File: src/rtl/mem_defs.sv
// Shared definitions for the data access unit.
//   acc_t   : request size encodings carried on accessType
//   IO_SEL  : value of address bits [17:16] that selects the IO region
//   state_t : sequencer state encoding
package mem_defs;

  typedef enum logic [1:0] {
    ACC_NONE = 2'b00,
    ACC_BYTE = 2'b01,
    ACC_HALF = 2'b10,
    ACC_WORD = 2'b11
  } acc_t;

  localparam logic [1:0] IO_SEL = 2'b11;

  typedef enum logic [1:0] {
    ST_IDLE  = 2'b00,
    ST_XFER  = 2'b01,
    ST_DRAIN = 2'b10
  } state_t;

endpackage

File: src/rtl/data_access_unit.sv
// data_access_unit: serialises one byte/half/word load or store onto the
// 8-bit memory bus, one byte per granted cycle, little-endian.
// Ports:
//   clockIn, resetIn (async, active-high), readyIn (global enable), clearIn (flush)
//   accessType/readWriteIn/dataAddr/dataOut : request pulse from the load/store buffer
//   dataValid/dataIn  : one-cycle load-done pulse with zero-extended result
//   dataWriteSuc      : one-cycle store-done pulse
//   memReq/memGrant/memAddr/memWr/memOut/memIn : arbiter/RAM bus
//   ioBufferFull      : IO output FIFO full, stalls IO stores per byte
module data_access_unit
  import mem_defs::*;
(
  input  logic        clockIn,
  input  logic        resetIn,
  input  logic        readyIn,
  input  logic        clearIn,
  input  logic [1:0]  accessType,
  input  logic        readWriteIn,
  input  logic [31:0] dataAddr,
  input  logic [31:0] dataOut,
  output logic        dataValid,
  output logic [31:0] dataIn,
  output logic        dataWriteSuc,
  output logic        memReq,
  input  logic        memGrant,
  output logic [31:0] memAddr,
  output logic        memWr,
  output logic [7:0]  memOut,
  input  logic [7:0]  memIn,
  input  logic        ioBufferFull
);

  state_t      state, state_n;
  logic        op_rd;
  logic [31:0] base;
  logic [31:0] sdata;
  logic [2:0]  n_bytes;
  logic [2:0]  k;
  logic [1:0]  cap_cnt;
  logic        cap_pend;
  logic [31:0] asm_q;

  logic        xfer, req_ok, stall, issue, last, abort, vld_n, suc_n;
  logic [2:0]  req_n;
  logic [31:0] addr_c, asm_n;

  // NOTE: every always_comb output gets a default first so no path leaves a
  // signal unassigned, which would otherwise infer a latch.
  always_comb begin
    xfer   = (state == ST_XFER);
    addr_c = base + {29'd0, k};
    stall  = !op_rd && (addr_c[17:16] == IO_SEL) && ioBufferFull;
    issue  = xfer && memGrant && !stall;
    last   = issue && (k == n_bytes - 3'd1);
    // Only loads are abortable; a committed store always runs to completion.
    abort  = clearIn && op_rd && (state != ST_IDLE);
    // A load arriving together with a flush belongs to the flushed path.
    req_ok = (accessType != ACC_NONE) && !(clearIn && readWriteIn);

    case (accessType)
      ACC_BYTE: req_n = 3'd1;
      ACC_HALF: req_n = 3'd2;
      default:  req_n = 3'd4;
    endcase

    // Byte issued last cycle is on memIn now; merge it so DRAIN can hand the
    // complete word straight to dataIn.
    asm_n = asm_q;
    if (cap_pend) asm_n[{cap_cnt, 3'b000} +: 8] = memIn;

    state_n = state;
    vld_n   = 1'b0;
    suc_n   = 1'b0;
    case (state)
      ST_IDLE:  if (req_ok) state_n = ST_XFER;
      ST_XFER: begin
        if (abort) begin
          state_n = ST_IDLE;
        end else if (last) begin
          state_n = op_rd ? ST_DRAIN : ST_IDLE;
          suc_n   = !op_rd;
        end
      end
      ST_DRAIN: begin
        state_n = ST_IDLE;
        vld_n   = !abort;
      end
      default:  state_n = ST_IDLE;
    endcase

    memReq  = xfer;
    memAddr = (xfer && memGrant) ? addr_c : 32'd0;
    memWr   = xfer && memGrant && !op_rd && !stall;
    memOut  = (xfer && memGrant && !op_rd) ? sdata[{k[1:0], 3'b000} +: 8] : 8'd0;
  end

  // NOTE: sequential state uses non-blocking assignments so every register
  // samples pre-edge values regardless of statement order.
  always_ff @(posedge clockIn or posedge resetIn) begin
    if (resetIn) begin
      state        <= ST_IDLE;
      op_rd        <= 1'b0;
      base         <= '0;
      sdata        <= '0;
      n_bytes      <= '0;
      k            <= '0;
      cap_cnt      <= '0;
      cap_pend     <= 1'b0;
      asm_q        <= '0;
      dataValid    <= 1'b0;
      dataWriteSuc <= 1'b0;
      dataIn       <= '0;
    end else if (readyIn) begin
      state        <= state_n;
      dataValid    <= vld_n;
      dataWriteSuc <= suc_n;
      if (vld_n) dataIn <= asm_n;

      if (state == ST_IDLE && req_ok) begin
        op_rd    <= readWriteIn;
        base     <= dataAddr;
        sdata    <= dataOut;
        n_bytes  <= req_n;
        k        <= '0;
        cap_cnt  <= '0;
        cap_pend <= 1'b0;
        asm_q    <= '0;
      end else begin
        if (issue) k <= k + 3'd1;
        if (cap_pend) cap_cnt <= cap_cnt + 2'd1;
        asm_q    <= asm_n;
        // Clearing the pending flag on abort drops any late memIn byte.
        cap_pend <= issue && op_rd && !abort;
      end
    end
  end

endmodule

File: config.mk
export PLATFORM = sky130hd
export DESIGN_NAME = data_access_unit
export DESIGN_NICKNAME = d
export VERILOG_FILES = /design/src/rtl/mem_defs.sv /design/src/rtl/data_access_unit.sv
export SDC_FILE = /design/constraint.sdc
export NUM_CORES = 1
export LEC_CHECK = 0
export BUFFER_PORTS_ARGS = -buffer_cell sky130_fd_sc_hd__buf_2
export CAP_MARGIN = 20
export CORE_ASPECT_RATIO = 0.5
export CORE_MARGIN = 5
export CORE_UTILIZATION = 40
export DETAILED_ROUTE_END_ITERATION = 7
export PLACE_DENSITY = 0.59
export SKIP_CTS_REPAIR_TIMING = 1
export SYNTH_ARGS = -nofsm -noshare
export SYNTH_HDL_FRONTEND = slang
export SYNTH_SLANG_ARGS = --single-unit
File: constraint.sdc
create_clock -name clockIn -period 13.3 [get_ports clockIn]
set_clock_uncertainty 0.15 [all_clocks]
set_input_delay 2.66 -clock clockIn [delete_from_list [all_inputs] [get_ports clockIn]]
set_output_delay 2.66 -clock clockIn [all_outputs]
set_load 0.01 [all_outputs]
==> results.tsv <==
stage	metric	value	unit
worst_setup_path	crit-path cells	buf_2, nand2_1, nor2_1, o31a_1, buf_2	
floorplanning	row count	33	
timing	post-route minimum period	7.28	ns
clock_tree	Num CTS Buffers	17	
synthesis	asr flop ratio synth	100	%
worst_setup_path	highest-delay cell along the critical path	nor2_1	
power	clock network power share	28.5	%
power	combinational power share	29.9	%
timing	Final Hold Viols	0	
synthesis	register bit count reported by yosys	142	
worst_setup_path	Setup Crit Path Kind	input port to primary output	
final_layout	fraction of layout cells with a size suffix above 1	37.4	%
detailed_routing	wire per inst	16.7	um
worst_setup_path	WP data required	10.49	ns
worst_setup_path	CP bufs+invs	2	
timing	max-slew violations	0	
detailed_routing	vias	5016	
worst_setup_path	data arrival time of the critical path	4.47	ns
synthesis	Synth warnings	0	
synthesis	syn nets	697	
worst_setup_path	CP most frequent cell	buf_2	
worst_setup_path	Setup crit start kind	input port	
grt	first-pass GRT wire length	26800	um
detailed_routing	DRT antenna net count	0	
min_path	Hold Path Origin	dataIn[7]	
synthesis	syn_area_per_cell	11.4	sq um
synthesis	ys flop type	dfrtp_1	
power	Sw Ratio	32.8	%
worst_setup_path	critical path depth	5	
min_path	WHS Endpoint	dataIn[7]	
timing	Setup TNS	0	ns
worst_setup_path	R2R Path End	k[0]	
synthesis	mapped cell area	0.00689	sq mm
clock_tree	CTS clk-pin slew, worst paths	0.06	ns
power	pwr dens	196	mW/mm^2
grt	GRT Total Usage	16.7	%
worst_setup_path	FF-to-FF path depth	8	
placed_design	GP Congestion	0.780	
timing	measured slew at the worst slew-check pin	1.02	ns
outcome	status	complete, no violations	
timing	final setup fails	0	
floorplanning	die width	196	um
detailed_routing	drt total wl	16400	um
timing	Rel. slew slack	32.0	%
clock_tree	Max H-tree Level	4	
min_path	hold depth	2	
floorplanning	Die Y-Extent	103	um
power	Leakage	4.01	nW
power	Total Power	1.65	mW
detailed_routing	Vias/cell	5.09	
floorplanning	Initial Util	41.4	%
final_layout	Ant. Diodes	0	
floorplanning	Die Area	0.0201	sq mm
synthesis	Seq/Total Area, Yosys	51.6	%
synthesis	Post-synth EDFFs	0	
clock_tree	CTS Sinks	142	
floorplanning	IO Count	157	
grt	gr ovfl total	0	
floorplanning	Placeable Area	0.0166	sq mm
power	Worst VDD drop	0.0989	mV
placed_design	placed wire-length estimate	11400	um
final_layout	fin cells	986	
worst_setup_path	CP peak stage delay	0.75	ns
grt	vias in the first global route	5082	
clock_tree	CTS tree	built	
synthesis	Netlist cell types	48	
power	Internal Power	1.11	mW
worst_setup_path	CP endpoint kind	primary output	
final_layout	# nets final	841	
synthesis	Gate Count Post-Synth	602	
timing	fmax	137	MHz
grt	initial antenna violation count	0	
clock_tree	Worst-Skew Late Latency	0.41	ns
worst_setup_path	reg2reg start	k[0]	
timing	RSZ-0062 raised after global routing	no	
grt	largest net degree at the start of global routing	75	
detailed_routing	DR iter-0 viols	270	
worst_setup_path	delay-heaviest family, CP	simple AND/OR/NAND/NOR gates	
detailed_routing	TritonRoute pass-1 iters	5	
worst_setup_path	largest fanout on the critical path	31	
flow_run	maxcap violations	0	
timing	Tcrit/Tclk final	54.7	%
placed_design	Inst Count DP	954	
final_layout	most frequent cells in the layout	buf_2, dfrtp_1, mux2_2, nand2_1, o21ai_0	
placed_design	number of buffers inserted by port buffering	156	
worst_setup_path	register-to-register setup slack	10.22	ns
detailed_routing	drt drc	0	
final_layout	commonest non-fill, non-tap cell in the layout	buf_2	
clock_tree	CTS Root Buffer Type	clkbuf_16	
clock_tree	CTS max path bufs	2	
final_layout	area grow syn2layout	22.5	%
power	power share of the sequential group	41.6	%
min_path	worst hold path type	flip-flop to flip-flop	
power	switching power	0.543	mW
## per-layer routing
layer,track usage [%],vias up,wire length (um)
li1,-,2440,-
met5,0,-,0
met4,4.50,0,146
met1,23.0,2465,7770
met3,4.24,11,777
met2,26.8,100,7720
## synthesized netlist by cell type (2+ instances only)
cell type,number,area share (%)
buf_2,2,0.15
mux4_2,8,2.6
a22oi_1,32,3.5
nor3_1,9,0.65
a22o_1,32,4.1
xor2_1,6,0.76
xnor2_1,21,2.7
nand3_1,9,0.65
o22ai_1,2,0.18
and3_2,3,0.33
nand4_1,4,0.36
ha_1,13,2.4
a21oi_1,8,0.58
dfrtp_1,142,52
or3_1,4,0.36
o21ai_0,42,3.1
clkbuf_1,31,1.7
o21ai_1,4,0.29
mux2i_1,3,0.44
and2_1,10,0.91
nor2_1,36,2.0
and3_1,8,0.73
mux2_2,67,11
o31ai_1,2,0.22
nand2b_1,3,0.27
nand2_1,57,3.1
inv_1,23,1.3
## area by class of cell
cell class | count | area [sq um]
fill | 1544 | 8200
sequential | 142 | 3550
inverter | 23 | 91.3
tap | 227 | 284
clock buffer | 17 | 425
multi-input combinational | 404 | 3130
clock inverter | 15 | 160
timing repair buffer | 158 | 796
## worst reg2reg max path, stage by stage, from the launching register on
cell and delay, ns:
dfrtp_1 0.81, ha_1 0.35, fa_1 0.24, a21oi_1 0.13
or3b_4 0.46, nor3_4 0.15, xnor2_2 0.18, o311ai_4 0.31
mux2i_1 0.22
## flip-flops by register name, summed over array words and instances (netlist names)
| register | count |
|---|---|
| cap_pend | 1 |
| dataWriteSuc | 1 |
| base | 32 |
| dataIn | 32 |
| cap_cnt | 2 |
| asm_q | 32 |
| k | 3 |
| state | 2 |
| sdata | 32 |
| n_bytes | 3 |
| op_rd | 1 |
| dataValid | 1 |
## cell families (layout without fill, tap and decap cells)
logic type / after synthesis / in the layout / share of synthesized area (%)
and+or+nand+nor: 155 / 155 / 11.5
DFF: 142 / 142 / 51.6
adders and majority gates: 14 / 14 / 2.65
AOI/OAI and AO/OA: 128 / 128 / 13.2
buffers and inverters: 56 / 213 / 3.09
muxes: 78 / 78 / 14.0
xor gates and xnor gates: 29 / 29 / 3.91
## worst max path at each step
stage,from,end,slack [ns]
final,memGrant,memWr,6.02
after global placement,memGrant,memWr,5.95
after detailed placement,memGrant,memWr,5.96
after floorplan,resetIn,asm_q[0],6.68
after global routing,memGrant,memWr,5.74
after CTS,memGrant,memWr,5.95
## power by group through the flow
stage | clock network, mW | logic (mW) | registers [mW]
detailed placement | 0 | 0.502 | 0.696
finish | 0.472 | 0.494 | 0.689
floorplan | 0 | 0.388 | 0.650
global route | 0.503 | 0.552 | 0.713
global placement | 0 | 0.499 | 0.691
CTS | 0.483 | 0.505 | 0.689
## metrics by stage
stage | utilization (%) | setup WS (ns) | area, sq um | hold WS (ns)
finish | 50.7 | 6.02 | 8440 | 0.320
global route | 50.7 | 5.74 | 8440 | 0.340
CTS | 50.7 | 5.95 | 8440 | 0.330
detailed placement | 47.2 | 5.96 | 7850 | 0.316
global placement | 47.2 | 5.95 | 7850 | 0.307
floorplan | - | 6.68 | 6890 | 0.316
Power figures use the tool's default switching activity.
